[config.mk]
export PLATFORM = sky130hd
export DESIGN_NAME = const_load_seq
export DESIGN_NICKNAME = d
export VERILOG_FILES = /design/src/rtl/const_load_seq_pkg.sv /design/src/rtl/const_load_seq_bus_mux.sv /design/src/rtl/const_load_seq.sv
export SDC_FILE = /design/constraint.sdc
export NUM_CORES = 1
export LEC_CHECK = 0
export BUFFER_PORTS_ARGS = -buffer_cell sky130_fd_sc_hd__buf_4
export CORE_MARGIN = 1
export CORE_UTILIZATION = 50
export DETAILED_ROUTE_END_ITERATION = 16
export GPL_ROUTABILITY_DRIVEN = 0
export MAX_ROUTING_LAYER = met4
export PLACE_DENSITY = 0.84
export SETUP_SLACK_MARGIN = 0.4
export SYNTH_ARGS = -nofsm -noshare
export SYNTH_HDL_FRONTEND = slang
export SYNTH_SLANG_ARGS = --single-unit
[constraint.sdc]
create_clock -name clk -period 3.35 [get_ports clk]
set_clock_uncertainty 0.2 [all_clocks]
set_input_delay 0 -clock clk [delete_from_list [all_inputs] [get_ports clk]]
set_output_delay 0 -clock clk [all_outputs]
set_load 0.005 [all_outputs]
[src/rtl/const_load_seq_pkg.sv]
// Shared types and constants for the constant-bank load sequencer.
// The optional checksum (macro CONST_LOAD_CHKSUM_EN) is handled in the top.
package const_load_seq_pkg;

    localparam int DATA_W   = 16;
    localparam int ADR_W    = 16;
    localparam int HEAD_W   = 4;
    localparam int ENTRY    = 16;
    localparam int IDX_W    = 4;
    localparam int HEAD_LSB = ADR_W - HEAD_W;

    localparam logic [HEAD_W-1:0] HEAD_CONST = 4'h1;
    localparam logic [IDX_W-1:0]  IDX_ONE    = IDX_W'(1);
    localparam logic [IDX_W:0]    REM_ONE    = (IDX_W + 1)'(1);
    localparam logic [IDX_W:0]    LEN_MAX    = (IDX_W + 1)'(ENTRY);

    typedef enum logic {
        IDLE = 1'b0,
        LOAD = 1'b1
    } state_t;

    // Global address of a constant entry: head field on top, index at the bottom.
    function automatic logic [ADR_W-1:0] const_adr(input logic [IDX_W-1:0] idx);
        logic [ADR_W-1:0] adr;
        adr                       = '0;
        adr[ADR_W-1:HEAD_LSB]     = HEAD_CONST;
        adr[IDX_W-1:0]            = idx;
        return adr;
    endfunction

endpackage

[src/rtl/const_load_seq_bus_mux.sv]
// Host-priority two-input mux with the registered write-bus stage.
// Address and data hold their last values when no write is issued.
module const_bus_mux
    import const_load_seq_pkg::*;
(
    input  logic              clk,
    input  logic              rst_n,
    input  logic              i_host_we,
    input  logic [ADR_W-1:0]  i_host_adr,
    input  logic [DATA_W-1:0] i_host_data,
    input  logic              i_s_we,
    input  logic [ADR_W-1:0]  i_s_adr,
    input  logic [DATA_W-1:0] i_s_data,
    output logic              o_we,
    output logic [ADR_W-1:0]  o_adr,
    output logic [DATA_W-1:0] o_data
);

    logic              we_q, we_d;
    logic [ADR_W-1:0]  adr_q, adr_d;
    logic [DATA_W-1:0] data_q, data_d;

    always_comb begin
        we_d   = 1'b0;
        adr_d  = adr_q;
        data_d = data_q;
        if (i_host_we) begin
            we_d   = 1'b1;
            adr_d  = i_host_adr;
            data_d = i_host_data;
        end else if (i_s_we) begin
            we_d   = 1'b1;
            adr_d  = i_s_adr;
            data_d = i_s_data;
        end
    end

    always_ff @(posedge clk or negedge rst_n) begin
        if (!rst_n) begin
            we_q   <= 1'b0;
            adr_q  <= '0;
            data_q <= '0;
        end else begin
            we_q   <= we_d;
            adr_q  <= adr_d;
            data_q <= data_d;
        end
    end

    assign o_we   = we_q;
    assign o_adr  = adr_q;
    assign o_data = data_q;

endmodule

[src/rtl/const_load_seq.sv]
// Burst loader and host arbiter for the constant bank write bus.
// Define CONST_LOAD_CHKSUM_EN to add the o_chksum XOR accumulator output.
module const_load_seq
    import const_load_seq_pkg::*;
(
    input  logic              clk,
    input  logic              rst_n,
    input  logic              i_start,
    input  logic [IDX_W-1:0]  i_base,
    input  logic [IDX_W:0]    i_len,
    input  logic              i_s_valid,
    input  logic [DATA_W-1:0] i_s_data,
    output logic              o_s_ready,
    input  logic              i_host_we,
    input  logic [ADR_W-1:0]  i_host_adr,
    input  logic [DATA_W-1:0] i_host_data,
    output logic              o_host_gnt,
    output logic              o_we,
    output logic [ADR_W-1:0]  o_glb_adr,
    output logic [DATA_W-1:0] o_const_data,
    output logic              o_busy,
    output logic              o_done,
    output logic              o_err,
`ifdef CONST_LOAD_CHKSUM_EN
    output logic [DATA_W-1:0] o_chksum,
`endif
    output logic              o_state_dbg
);

    state_t           state_q, state_d;
    logic [IDX_W-1:0] idx_q, idx_d;
    logic [IDX_W:0]   rem_q, rem_d;
    logic             done_q, done_d;
    logic             err_q, err_d;
    logic             s_ready;
    logic             s_accept;
    logic             len_ok;
    logic             start_ok;

    assign len_ok   = (i_len != '0) && (i_len <= LEN_MAX);
    assign start_ok = i_start && (state_q == IDLE) && len_ok;

    // Stream handshake: a word transfers on a cycle where i_s_valid and o_s_ready
    // are both high; ready is only offered in LOAD and drops while the host writes.
    assign s_accept = s_ready && i_s_valid;

    always_comb begin
        state_d = state_q;
        idx_d   = idx_q;
        rem_d   = rem_q;
        done_d  = 1'b0;
        err_d   = 1'b0;
        s_ready = 1'b0;
        case (state_q)
            IDLE: begin
                if (i_start) begin
                    if (len_ok) begin
                        idx_d   = i_base;
                        rem_d   = i_len;
                        state_d = LOAD;
                    end else begin
                        err_d = 1'b1;
                    end
                end
            end
            LOAD: begin
                s_ready = ~i_host_we;
                err_d   = i_start;
                if (s_ready && i_s_valid) begin
                    idx_d = idx_q + IDX_ONE;
                    rem_d = rem_q - REM_ONE;
                    if (rem_q == REM_ONE) begin
                        done_d  = 1'b1;
                        state_d = IDLE;
                    end
                end
            end
            default: state_d = IDLE;
        endcase
    end

    always_ff @(posedge clk or negedge rst_n) begin
        if (!rst_n) begin
            state_q <= IDLE;
            idx_q   <= '0;
            rem_q   <= '0;
            done_q  <= 1'b0;
            err_q   <= 1'b0;
        end else begin
            state_q <= state_d;
            idx_q   <= idx_d;
            rem_q   <= rem_d;
            done_q  <= done_d;
            err_q   <= err_d;
        end
    end

    const_bus_mux u_bus_mux (
        .clk        (clk),
        .rst_n      (rst_n),
        .i_host_we  (i_host_we),
        .i_host_adr (i_host_adr),
        .i_host_data(i_host_data),
        .i_s_we     (s_accept),
        .i_s_adr    (const_adr(idx_q)),
        .i_s_data   (i_s_data),
        .o_we       (o_we),
        .o_adr      (o_glb_adr),
        .o_data     (o_const_data)
    );

`ifdef CONST_LOAD_CHKSUM_EN
    logic [DATA_W-1:0] chk_q, chk_d;

    always_comb begin
        chk_d = chk_q;
        if (start_ok) begin
            chk_d = '0;
        end else if (s_accept) begin
            chk_d = chk_q ^ i_s_data;
        end
    end

    always_ff @(posedge clk or negedge rst_n) begin
        if (!rst_n) begin
            chk_q <= '0;
        end else begin
            chk_q <= chk_d;
        end
    end

    assign o_chksum = chk_q;
`endif

    assign o_s_ready   = s_ready;
    assign o_host_gnt  = 1'b1;
    assign o_busy      = (state_q == LOAD);
    assign o_done      = done_q;
    assign o_err       = err_q;
    assign o_state_dbg = state_q;

endmodule

## After elaboration in Yosys (flattened, before gate mapping)

Index checks and enable logic that the tools add are counted.

| operators by class | value |
|---|---|
| bitwise gates (word level) | 2 |
| $add $sub $neg | 2 |
| $lt $le $gt $ge | 1 |
| equal/unequal tests | 4 |
| muxes and demuxes | 26 |
| reductions and logical operators | 6 |

Operators by type and width:

| kind | number |
|---|---|
| 2-to-1 mux 16 bit | 4 |
| 2-to-1 mux 5 bit | 3 |
| 2-to-1 mux 1 bit | 12 |
| 2-to-1 mux 4 bit | 3 |
| one-hot mux 5 bit (2 select lines) | 1 |
| one-hot mux 4 bit (2 select lines) | 1 |
| equality test 5 x 1 -> 1 bit, second input constant | 1 |
| less-or-equal comparator 5 bit, second input constant | 1 |
| nonzero test 5 bit | 1 |
| subtractor 5 x 1 -> 5 bit, second input constant | 1 |
| adder 4 x 1 -> 4 bit, second input constant | 1 |
| != test 2 bit, second input constant | 2 |
| one-hot mux 1 bit (2 select lines) | 2 |
| logical AND 1 bit | 3 |
| AND reduction 3 bit | 1 |
| != test 2 x 1 -> 1 bit, second input constant | 1 |
| NOT 1 bit | 2 |
| nonzero test 2 bit | 1 |

| word-level totals | value |
|---|---|
| word-level logic and storage cells | 49 |
| flip-flop bits (word level) | 45 |
| output and inout bits | 39 |

## Depth between registers and ports, before layout

| logic depth | value |
|---|---|
| depth after elaboration | 5 |
| mapped depth | 7 |

## Cells and area by module

A second synthesis with hierarchy kept.

| unflattened totals | value |
|---|---|
| cell total of the unflattened synthesis | 217 |
| area, all modules | 2294.7 µm² |

Modules (own cells, without submodules):

| module | instances | seq. area each (µm²) | cells each | area an instance (µm²) |
|---|---|---|---|---|
| const_bus_mux | 1 | 825.8 | 141 | 1537.7 |
| const_load_seq | 1 | 300.3 | 76 | 757.0 |

## Worst setup path after synthesis

Ideal clock, no wire load.

| timing | value |
|---|---|
| path kind | register -> register |
| start point | register state_q (netlist: o_busy) |
| end point | register idx_q[1] |
| period minus slack after synthesis | 1.781 ns |
| cell stages (with the launch flop) | 6 |
| arrival time | 1.456 ns |
| slack | 1.569 ns |
| library setup time | 0.125 ns |
| cell sequence | dfrtp_1 buf_4 and3b_1 mux2i_2 nand2_4 mux2_4 |

| on the way | value |
|---|---|
| cells in the longest elaborated chain, start to end | 3 |

RTL lines:

| item | RTL line | source |
|---|---|---|
| start, declared | const_load_seq.sv:30 | `state_t state_q, state_d;` |
| start signal, assigned | const_load_seq.sv:90 | `state_q <= state_d;` |
| NOT 1 bit | - |  |
| != test 2 bit (no line) | - |  |
| AND reduction 3 bit (no line) | - |  |
| end signal, assigned | const_load_seq.sv:91 | `idx_q <= idx_d;` |
| end, declared | const_load_seq.sv:31 | `logic [IDX_W-1:0] idx_q, idx_d;` |

Parallel ways exist; a longest one is shown, timed or not.
A chain may end at the register's enable or synchronous reset.

## Worst setup path after layout

| timing | value |
|---|---|
| start point | register state_q (netlist: o_busy) |
| end point | register u_bus_mux.data_q[15] (netlist: u_bus_mux.o_data[15]) |

| on the way | value |
|---|---|
| cells in the longest elaborated chain, start to end | 3 |

RTL lines:

| item | RTL line | source |
|---|---|---|
| 2-to-1 mux 1 bit | const_load_seq.sv:54 | `case (state_q)` |
| logical AND 1 bit | const_load_seq.sv:45 | `assign s_accept = s_ready && i_s_valid;` |
| nonzero test 2 bit (no line) | - |  |
| end signal, assigned | const_load_seq_bus_mux.sv:46 | `data_q <= data_d;` |
| end, declared | const_load_seq_bus_mux.sv:21 | `logic [DATA_W-1:0] data_q, data_d;` |

No other way between the ends.

==> results.py <==
metrics = {
    "placement": {
        "dp_hpwl_um": 3690,
        "io_buffers": 99,
        "placed_area_um2": 2900,
    },
    "cells_and_area": {
        "final_area_um2": 3630,
        "multiInputGateArea_um2": 945,
        "drive_gt1_share_pct": 30.8,
        "nets": 434,
        "fill_cells": 149,
        "regArea_um2": 1130,
        "diodes": 0,
        "fin_util_pct": 89.5,
        "syn_to_final_growth_pct": 68.8,
    },
    "min_path": {
        "hold_class": "in2reg",
        "worstHoldStart": "i_host_we",
    },
    "drt": {
        "viasPerCell": 5.85,
        "drc_errors": 0,
        "drtPass1Iterations": 8,
        "drtIter0Drc": 309,
        "wl_um": 8520,
        "drtAntennaViolNets": 0,
        "wl_per_cell_um": 20.3,
        "dr_total_vias": 2457,
    },
    "yosys": {
        "synthArstFlopShare_pct": 100,
        "ys_types": 36,
        "yosys.area_share.simple_pct": 15.9,
        "synthFlopType": "dfrtp_1",
        "yosysWarnings": 0,
        "synth-seq-area-share_pct": 52.3,
        "synth-xor-area-share_pct": 0.407,
        "synth_top_family_by_area": "simple AND/OR/NAND/NOR gates",
        "netlist_area_um2": 2150,
        "synth_edf_count": 0,
        "syn_nets": 280,
        "synthAdderAreaFrac_pct": 1.74,
        "synth_mux_area_share_pct": 12.6,
        "syn_inst": 215,
        "synth_seq_cells": 45,
        "synth_compound_area_share_pct": 13.1,
        "avgSynthCellArea_um2": 10.0,
    },
    "pwr": {
        "p_clk_share_pct": 22.0,
        "power_frac_comb_pct": 38.1,
        "power.density_nw_per_um2": 544,
        "switching_share_pct": 34.3,
        "p_int_mw": 1.30,
        "max-vdd-ir-drop_v": 0.000417,
        "pwr-share-seq_pct": 40.0,
        "power_switching_mw": 0.678,
        "leakage_nw": 1.76,
    },
    "timing": {
        "fmax_mhz": 380,
        "setup_viol": 0,
        "tightestPinTransition_ns": 0.661,
        "rsz0062_at_grt": "false",
        "period_share_pct": 78.6,
        "slew_headroom_pct": 55.9,
        "slew_violations": 0,
        "whs_ns": 0.0144,
        "hold_viol_final": 0,
        "fin_tns_setup_ns": 0,
        "fin_crit_ns": 2.63,
    },
    "clock_network": {
        "cts_tree": "built",
        "worstSkewPairLatency_ns": 0.30,
        "clock_path_buffers": 2,
        "cts_setup_buffers": 0,
        "cts_buffers": 5,
        "htree_levels": 2,
        "cts_root_buf": "clkbuf_8",
        "cts.sinks": 45,
        "clk_pin_slew_ns": 0.09,
    },
    "grt": {
        "grt_pass1_wl_um": 13000,
        "grtUsageTotal_pct": 41.8,
        "gr-total-overflow": 0,
        "antenna_found_initial": 0,
        "grt_pass1_vias": 2528,
        "grt_max_degree": 69,
    },
    "critical_path": {
        "required_ns": 3.33,
        "worstReg2RegStart": "o_busy$_DFF_PN0_",
        "max_stage_delay_ns": 0.74,
        "crit_family": "buffers and inverters",
        "start_kind": "flop",
        "path_cells": "and3b_1 > buf_4 > mux2i_1 > o21ai_0 > dlygate4sd3_1",
        "worst-path-buf-inv": 2,
        "crit_fanout": 21,
        "cp-end-kind": "flop",
        "cp.arrival_ns": 2.62,
        "worstSetupPathType": "reg2reg",
        "crit_slowest_cell": "dfrtp_1",
        "crit_start": "o_busy$_DFF_PN0_",
    },
    "floorplan": {
        "core_area_um2": 4060,
        "die_width_um": 67.6,
        "ios": 101,
        "start_util_pct": 53.0,
        "die_area_um2": 4570,
        "die_y_um": 67.6,
        "rows": 23,
    },
    "run": {
        "maxCapViolCount": 0,
    },
    "status": {
        "outcome": "complete, no violations",
    },
}
power by group through the flow:
stage	logic [mW]	registers [mW]	clock network [mW]
after floorplan	0.383	0.739	0
after global placement	0.576	0.770	0
after detailed placement	0.595	0.772	0
after CTS	0.680	0.764	0.430
after global routing	0.801	0.800	0.455
final	0.753	0.790	0.435
worst register-to-register path: stages (launching register included):
cell           delay [ns]
dfrtp_1              0.74
and3b_1              0.25
buf_4                0.33
mux2i_1              0.29
o21ai_0              0.11
dlygate4sd3_1        0.60
Yosys cell counts (all sizes together), types with 3 or more instances:
cell type	number	share of area, %
clkbuf	10	1.7
dfrtp	45	52
mux2i	24	11
nand3	7	1.6
o21ai	34	7.9
nor3	3	0.70
ha	3	1.7
nand2	50	9.1
nor2	6	1.0
buf	5	1.5
inv	3	0.52
flip-flops by register name, summed over array words and instances, names as in the netlist:
| register | flops |
|---|---|
| rem_q | 5 |
| u_bus_mux.o_adr | 16 |
| o_done | 1 |
| u_bus_mux.o_data | 16 |
| o_busy | 1 |
| idx_q | 4 |
| o_err | 1 |
| u_bus_mux.o_we | 1 |
layout by cell type, fill, tap and decap left out, drive strengths merged:
| cell type | Yosys | layout |
|---|---|---|
| a21oi | 2 | 2 |
| a22oi | 1 | 1 |
| a2bb2oi | 1 | 1 |
| a32oi | 1 | 1 |
| and3 | 1 | 1 |
| and3b | 2 | 2 |
| buf | 5 | 100 |
| bufinv | 0 | 1 |
| clkbuf | 10 | 7 |
| conb | 1 | 1 |
| dfrtp | 45 | 45 |
| dlygate4sd3 | 0 | 62 |
| ha | 3 | 3 |
| inv | 3 | 3 |
| mux2 | 2 | 2 |
| mux2i | 24 | 24 |
| nand2 | 50 | 50 |
| nand2b | 1 | 1 |
| nand3 | 7 | 7 |
| nor2 | 6 | 6 |
| nor2b | 1 | 1 |
| nor3 | 3 | 3 |
| nor3b | 1 | 1 |
| nor4 | 1 | 1 |
| o211a | 1 | 1 |
| o21a | 1 | 1 |
| o21ai | 34 | 34 |
| o221a | 2 | 2 |
| o22ai | 1 | 1 |
| o2bb2a | 2 | 2 |
| o31a | 1 | 1 |
| or4b | 1 | 1 |
| xor2 | 1 | 1 |
kinds of logic after synthesis:
group,after synthesis
AO/OA/AOI/OAI,47
AND/OR/NAND/NOR,74
buffers and inverters,18
multiplexers,26
flip-flops,45
XOR/XNOR,1
other,1
adder cells (fa/ha/maj),3
path summary, 6_finish.rpt:
path,endpoint,slack [ns],cells past startpoint
max,u_bus_mux.o_data[15]$_DFFE_PN0P_,0.72,5
min,u_bus_mux.o_adr[3]$_DFFE_PN0P_,0.01,3
max reg2reg,u_bus_mux.o_data[15]$_DFFE_PN0P_,0.72,5
min reg2reg,u_bus_mux.o_adr[13]$_DFFE_PN0P_,0.36,2
max in group asynchronous,rem_q[4]$_DFFE_PN0P_,2.52,2
min in group asynchronous,u_bus_mux.o_data[12]$_DFFE_PN0P_,0.04,2
timing repair:
action	CTS	global route
hold buffers	62	0
gates resized for setup	0	0
hold endpoints to repair	90	0
layout make-up:
type | count | area share, %
Timing Repair Buffer | 162 | 37.8
Sequential cell | 45 | 31.0
Multi-Input combinational cell | 152 | 26.0
Clock buffer | 7 | 2.38
Tap cell | 50 | 1.72
Clock inverter | 1 | 0.827
Inverter | 3 | 0.310
stage by stage:
step | cells | setup WS [ns] | total power, mW
2_1_floorplan | 215 | 1.57 | 1.12
3_3_place_gp | 350 | 1.26 | 1.35
3_5_place_dp | 350 | 1.22 | 1.37
4_1_cts | 420 | 0.900 | 1.87
5_1_grt | 420 | 0.563 | 2.06
6_report | 420 | 0.718 | 1.98
layer usage:
metal | routed length, um | GRT usage, %
met1 | 3130 | 49.1
met2 | 4290 | 67.6
met3 | 742 | 8.11
met4 | 363 | 21.3
met5 | 0 | -
Note: power is estimated with default switching activity, not from simulation.
